[config.mk]
export PLATFORM = sky130hd
export DESIGN_NAME = count_display_decoder
export DESIGN_NICKNAME = d
export VERILOG_FILES = /design/src/rtl/count_disp_pkg.sv /design/src/rtl/count_display_decoder_seg7_scan.sv /design/src/rtl/count_display_decoder.sv
export SDC_FILE = /design/constraint.sdc
export NUM_CORES = 1
export LEC_CHECK = 0
export ABC_CLOCK_PERIOD_IN_PS = 3900
export CAP_MARGIN = 20
export CORE_MARGIN = 8
export CORE_UTILIZATION = 45
export CTS_CLUSTER_SIZE = 8
export DETAILED_ROUTE_END_ITERATION = 12
export HOLD_SLACK_MARGIN = 0.03
export PLACE_DENSITY = 0.61
export REMOVE_ABC_BUFFERS = 1
export SYNTH_ARGS = -nofsm -noshare
export SYNTH_HDL_FRONTEND = slang
export SYNTH_SLANG_ARGS = --single-unit
[constraint.sdc]
create_clock -name clk -period 3.9 [get_ports clk]
set_input_delay 0.975 -clock clk [delete_from_list [all_inputs] [get_ports clk]]
set_output_delay 0.975 -clock clk [all_outputs]
set_load 0.01 [all_outputs]
[src/rtl/count_disp_pkg.sv]
// Shared types and constants for the count display decoder: FSM states,
// active-low segment patterns and default bus parameters.
package count_disp_pkg;

   typedef enum logic [1:0] {
      IDLE    = 2'd0,
      CONVERT = 2'd1,
      COMMIT  = 2'd2
   } state_t;

   localparam int CNT_W_DEF     = 6;
   localparam int MAX_COUNT_DEF = 20;

   localparam logic [6:0] SEG_BLANK = 7'h7F;
   localparam logic [6:0] SEG_DASH  = 7'h3F;

   // {g,f,e,d,c,b,a}, a zero bit lights the segment
   localparam logic [6:0] SEG_TABLE [10] = '{
      7'h40, 7'h79, 7'h24, 7'h30, 7'h19,
      7'h12, 7'h02, 7'h78, 7'h00, 7'h10
   };

   function automatic logic [6:0] seg_of(input logic [3:0] digit);
      if (digit > 4'd9) begin
         return SEG_BLANK;
      end
      return SEG_TABLE[digit];
   endfunction

endpackage

[src/rtl/count_display_decoder_seg7_scan.sv]
// Two-digit time-multiplexed 7-segment driver: refresh divider, digit select,
// leading-zero blanking and dash display while the count is out of range.
module seg7_scan
   import count_disp_pkg::*;
#(
   parameter int REFRESH_DIV = 1024
) (
   input  logic       clk,
   input  logic       reset,
   input  logic [3:0] tens,
   input  logic [3:0] ones,
   input  logic       range_err,
   output logic [6:0] seg,
   output logic [1:0] digit_en
);

   localparam int DIV_W = $clog2(REFRESH_DIV);
   localparam logic [DIV_W-1:0] DIV_LAST = DIV_W'(REFRESH_DIV - 1);

   logic [DIV_W-1:0] div_cnt;
   logic             scan_tens;
   logic             scan_tens_next;
   logic [6:0]       seg_next;

   // Segments are chosen for the digit about to be selected, so the enable and
   // the pattern change on the same edge.
   always_comb begin
      scan_tens_next = (div_cnt == DIV_LAST) ? ~scan_tens : scan_tens;
      if (range_err) begin
         seg_next = SEG_DASH;
      end else if (scan_tens_next) begin
         seg_next = (tens == 4'd0) ? SEG_BLANK : seg_of(tens);
      end else begin
         seg_next = seg_of(ones);
      end
   end

   always_ff @(posedge clk) begin
      if (reset) begin
         div_cnt   <= '0;
         scan_tens <= 1'b0;
         digit_en  <= 2'b10;
         seg       <= SEG_TABLE[0];
      end else begin
         div_cnt   <= (div_cnt == DIV_LAST) ? '0 : div_cnt + 1'b1;
         scan_tens <= scan_tens_next;
         digit_en  <= scan_tens_next ? 2'b01 : 2'b10;
         seg       <= seg_next;
      end
   end

endmodule

[src/rtl/count_display_decoder.sv]
// Samples the counter bus on a strobe, converts it to two BCD digits with a
// serial shift-add-3, flags wraps and out-of-range values, and drives the display.
module count_display_decoder
   import count_disp_pkg::*;
#(
   parameter int CNT_W       = CNT_W_DEF,
   parameter int MAX_COUNT   = MAX_COUNT_DEF,
   parameter int REFRESH_DIV = 1024
) (
   input  logic             clk,
   input  logic             reset,
   input  logic [CNT_W-1:0] count,
   input  logic             load,
   output logic             busy,
   output logic             done,
   output logic [3:0]       bcd_tens,
   output logic [3:0]       bcd_ones,
   output logic             wrap_up,
   output logic             wrap_down,
   output logic             range_err,
   output logic [6:0]       seg,
   output logic [1:0]       digit_en
);

   localparam int SCR_W = CNT_W + 8;
   localparam int BIT_W = $clog2(CNT_W + 1);
   localparam logic [CNT_W-1:0] MAX_VAL  = CNT_W'(MAX_COUNT);
   localparam logic [BIT_W-1:0] LAST_BIT = BIT_W'(CNT_W - 1);

   state_t           state, state_next;
   logic [SCR_W-1:0] scratch, adjusted, shifted;
   logic [CNT_W-1:0] cap_val, prev_val, pend_val, start_val;
   logic [BIT_W-1:0] bit_cnt;
   logic             pending, start;

   always_ff @(posedge clk) begin
      if (reset) begin
         state <= IDLE;
      end else begin
         state <= state_next;
      end
   end

   always_comb begin
      state_next = state;
      case (state)
         IDLE:    if (load) state_next = CONVERT;
         CONVERT: if (bit_cnt == '0) state_next = COMMIT;
         COMMIT:  state_next = (load || pending) ? CONVERT : IDLE;
         default: state_next = IDLE;
      endcase
   end

   always_comb begin
      busy = (state != IDLE);
   end

   // A load arriving in COMMIT is newer than anything pended, so it is taken
   // directly and the pending slot is simply dropped.
   always_comb begin
      start     = 1'b0;
      start_val = count;
      case (state)
         IDLE:    start = load;
         COMMIT: begin
            start     = load | pending;
            start_val = load ? count : pend_val;
         end
         default: start = 1'b0;
      endcase
   end

   always_comb begin
      adjusted = scratch;
      if (scratch[SCR_W-1 -: 4] >= 4'd5) begin
         adjusted[SCR_W-1 -: 4] = scratch[SCR_W-1 -: 4] + 4'd3;
      end
      if (scratch[CNT_W+3 -: 4] >= 4'd5) begin
         adjusted[CNT_W+3 -: 4] = scratch[CNT_W+3 -: 4] + 4'd3;
      end
      shifted = adjusted << 1;
   end

   // Results are registered on the final shift so they are visible during COMMIT.
   always_ff @(posedge clk) begin
      if (reset) begin
         scratch   <= '0;
         cap_val   <= '0;
         prev_val  <= '0;
         pend_val  <= '0;
         pending   <= 1'b0;
         bit_cnt   <= '0;
         bcd_tens  <= 4'd0;
         bcd_ones  <= 4'd0;
         done      <= 1'b0;
         wrap_up   <= 1'b0;
         wrap_down <= 1'b0;
         range_err <= 1'b0;
      end else begin
         done      <= 1'b0;
         wrap_up   <= 1'b0;
         wrap_down <= 1'b0;
         if (start) begin
            scratch <= {8'b0, start_val};
            cap_val <= start_val;
            bit_cnt <= LAST_BIT;
         end
         if (state == CONVERT) begin
            scratch <= shifted;
            bit_cnt <= bit_cnt - 1'b1;
            if (load) begin
               pending  <= 1'b1;
               pend_val <= count;
            end
            if (bit_cnt == '0) begin
               done <= 1'b1;
               if (cap_val > MAX_VAL) begin
                  range_err <= 1'b1;
               end else begin
                  range_err <= 1'b0;
                  bcd_tens  <= shifted[SCR_W-1 -: 4];
                  bcd_ones  <= shifted[CNT_W+3 -: 4];
                  prev_val  <= cap_val;
                  wrap_up   <= (prev_val == MAX_VAL) && (cap_val == '0);
                  wrap_down <= (prev_val == '0) && (cap_val == MAX_VAL);
               end
            end
         end
         if (state == COMMIT) begin
            pending <= 1'b0;
         end
      end
   end

   seg7_scan #(
      .REFRESH_DIV(REFRESH_DIV)
   ) u_scan (
      .clk      (clk),
      .reset    (reset),
      .tens     (bcd_tens),
      .ones     (bcd_ones),
      .range_err(range_err),
      .seg      (seg),
      .digit_en (digit_en)
   );

endmodule

==> flow_metrics.env <==
export IMPL_status="finished, final reports clean"
export IMPL_setup_slack_ns=1.41
export IMPL_power_share_switching_pct=22.9
export IMPL_floorplan_core_area_um2=6830
export IMPL_final_common_cell="sky130_fd_sc_hd__dfxtp_1"
export IMPL_post_route_cells_drive_above_1_share_pct=9.30
export IMPL_drt_iter0_drc=109
export IMPL_vdd_drop_max_v=0.000259
export IMPL_synthesis_area_per_instance_um2=8.99
export IMPL_drtAntennaViolNets=0
export IMPL_nets=408
export IMPL_cts_hold_fix_buffers=0
export IMPL_route_vias_total=2553
export IMPL_worst_path_max_fanout=9
export IMPL_cts_buffer_depth=2
export IMPL_slew_viol_final=0
export IMPL_synthToLayoutAreaGrowth_pct=18.9
export IMPL_share_comb_of_total_power_pct=8.3
export IMPL_first_pass_grt_wire_length_mm=11.2
export IMPL_worstHoldPathType="flop to flop"
export IMPL_grt_overflow_total=0
export IMPL_routability_congestion=0.769
export IMPL_die_width_um=100
export IMPL_preCtsSetupSlack_ns=1.01
export IMPL_fin_skew_ns=0.0112
export IMPL_cts_repair_resize_count=0
export IMPL_dieArea_um2=10100
export IMPL_io_pins=31
export IMPL_cts_tree="yes"
export IMPL_most_common_layout_cells="sky130_fd_sc_hd__dfxtp_1, sky130_fd_sc_hd__nand2_1, sky130_fd_sc_hd__a21oi_1, sky130_fd_sc_hd__clkdlybuf4s50_1, sky130_fd_sc_hd__inv_1"
export IMPL_timing_final_crit_period_ns=2.49
export IMPL_tns_ns=0
export IMPL_power_share_clock_pct=45.2
export IMPL_grt_setup_unrepaired="false"
export IMPL_ys_async_sr_fraction_pct=0
export IMPL_leakage_nw=1.39
export IMPL_pwr_density_cell_nw_per_um2=425
export IMPL_yosysTopAreaCell="sky130_fd_sc_hd__dfxtp_1"
export IMPL_via_count_of_the_first_global_routing_pass=2427
export IMPL_wire_per_inst_um=13.6
export IMPL_drc=0
export IMPL_type_of_the_setup_path_with_the_least_slack="flop to output pin"
export IMPL_synth_cell_types=54
export IMPL_initial_utilization_pct=47.0
export IMPL_grt_max_degree=25
export IMPL_wirelength_mm=6.59
export IMPL_critPathRequiredTime_ns=2.92
export IMPL_cts_num_sinks=69
export IMPL_data_arrival_time_at_the_worst_slack_endpoint_ns=1.52
export IMPL_crit_start_category="flop"
export IMPL_mappedNetlistArea_um2=3210
export IMPL_ys_flop_type="sky130_fd_sc_hd__dfxtp_1"
export IMPL_timing_critical_path_to_type="output pin"
export IMPL_seq_power_share_pct=46.5
export IMPL_hold_violations=0
export IMPL_antenna_cells=0
export IMPL_max_cap_viol_count=0
export IMPL_rows=30
export IMPL_internal_power_mw=1.25
export IMPL_post_route_period_util_pct=63.9
export IMPL_synth_edf_count=0
export IMPL_synth_seq_cells=69
export IMPL_peak_freq_mhz=401
export IMPL_worst_setup_hold_path_clk_slew_ns=0.08
export IMPL_clock_tree_root_cell="sky130_fd_sc_hd__clkbuf_8"
export IMPL_seq_area_frac_synth_pct=43.0
export IMPL_synth_top_cell_area_share_pct=43.0
export IMPL_groute_usage_overall_pct=13.6
export IMPL_setup_viol_count_final=0
export IMPL_slew_limit_headroom_pct=40.4
export IMPL_tritoncts_num_buffers=9
export IMPL_chipHeight_um=100
export IMPL_drt_vias_per_instance=5.29
export IMPL_dp_final_hpwl_mm=4.62
export IMPL_grt_antenna_before_repair=0
export IMPL_hold_ws_ns=0.439
export IMPL_tightest_slew_ns=0.887
export IMPL_power_net_switching_uw=372
export IMPL_buffer_ports_inserted=30
export IMPL_cts_htree_levels=3
export IMPL_leading_cell_types_by_total_area_after_synthesis="sky130_fd_sc_hd__dfxtp_1, sky130_fd_sc_hd__ha_1, sky130_fd_sc_hd__a21oi_1, sky130_fd_sc_hd__a22o_1, sky130_fd_sc_hd__nand2_1"
export IMPL_worstSkewPairLatency_ns=0.34
export IMPL_fin_util_pct=55.9
export IMPL_drt_pre_antenna_iters=6
export IMPL_yosysWarnings=0
export IMPL_gate_count_post_synth=357
export IMPL_cts_post_setup_buffers_inserted=0
[critical path: stages, from the launching register on]
cell                              delay (ns)
sky130_fd_sc_hd__dfxtp_1                0.48
sky130_fd_sc_hd__or2_2                  0.17
sky130_fd_sc_hd__clkdlybuf4s50_1        0.53
[power groups by stage]
stage	clock network [mW]	logic [mW]	registers, mW
finish	0.734	0.135	0.755
floorplan	0	0.0788	0.768
global placement	0	0.133	0.770
CTS	0.751	0.135	0.754
detailed placement	0	0.134	0.770
global route	0.786	0.151	0.759
[layout make-up]
| class | instances | area (µm²) |
|---|---|---|
| clock buffer | 11 | 151 |
| clock inverter | 5 | 106 |
| fill | 668 | 3010 |
| inverter | 20 | 75.1 |
| multi-input combinational | 248 | 1650 |
| sequential | 69 | 1380 |
| tap | 96 | 120 |
| timing repair buffer | 34 | 330 |
[cell families (layout without fill, tap and decap cells)]
group | Yosys count | in the layout | synth area share, %
buffers and inverters | 40 | 70 | 5.46
flip-flops | 69 | 69 | 43.0
adder cells (fa/ha/maj) | 17 | 17 | 6.63
XOR/XNOR | 10 | 10 | 2.73
AND/OR/NAND/NOR | 119 | 119 | 19.6
multiplexers | 7 | 7 | 2.38
AO/OA/AOI/OAI | 95 | 95 | 20.1
[state kept, by name (all words and copies together), names as in the netlist]
signal	cells
u_scan.digit_en	2
prev_val	6
bit_cnt	3
pending	1
scratch	14
done	1
wrap_up	1
cap_val	6
u_scan.div_cnt	10
pend_val	6
wrap_down	1
state	2
bcd_ones	4
bcd_tens	4
u_scan.seg	7
range_err	1
[per-stage QoR]
stage	power [mW]	instance area, µm²	cells
final	1.62	3820	483
after floorplan	0.847	3110	337
after global placement	0.903	3550	466
after CTS	1.64	3810	482
after detailed placement	0.905	3550	466
after global routing	1.69	3820	483
[worst paths after layout]
path                                                    from                            to  slack, ns  cells past startpoint
worst min-delay path            u_scan.div_cnt[0]$_SDFF_PP0_  u_scan.div_cnt[0]$_SDFF_PP0_       0.44                      1
worst max-delay path                   state[0]$_SDFFE_PP0P_                          busy       1.41                      2
worst min register to register  u_scan.div_cnt[0]$_SDFF_PP0_  u_scan.div_cnt[0]$_SDFF_PP0_       0.44                      1
worst max register to register         state[0]$_SDFFE_PP0P_          wrap_down$_SDFF_PP0_       1.85                      4
[synthesized netlist by cell type (7+ instances only)]
library cell               instances
sky130_fd_sc_hd__clkbuf_1         14
sky130_fd_sc_hd__dfxtp_1          69
sky130_fd_sc_hd__nor4_1            7
sky130_fd_sc_hd__nand2b_1         10
sky130_fd_sc_hd__o21ai_0          12
sky130_fd_sc_hd__inv_1            20
sky130_fd_sc_hd__a21oi_1          30
sky130_fd_sc_hd__a22o_1           17
sky130_fd_sc_hd__ha_1             17
sky130_fd_sc_hd__nand2_1          37
sky130_fd_sc_hd__nand3_1          14
sky130_fd_sc_hd__nor2_1           19
sky130_fd_sc_hd__nor3_1            7
[layer usage]
| metal | vias to the layer above | routed length, µm | GRT usage (%) |
|---|---|---|---|
| li1 | 1318 | - | - |
| met1 | 1178 | 3290 | 17.3 |
| met2 | 47 | 2930 | 20.8 |
| met3 | 10 | 286 | 4.01 |
| met4 | 0 | 87 | 5.58 |
| met5 | - | 0 | 0 |
(Power assumes the default switching activity.)
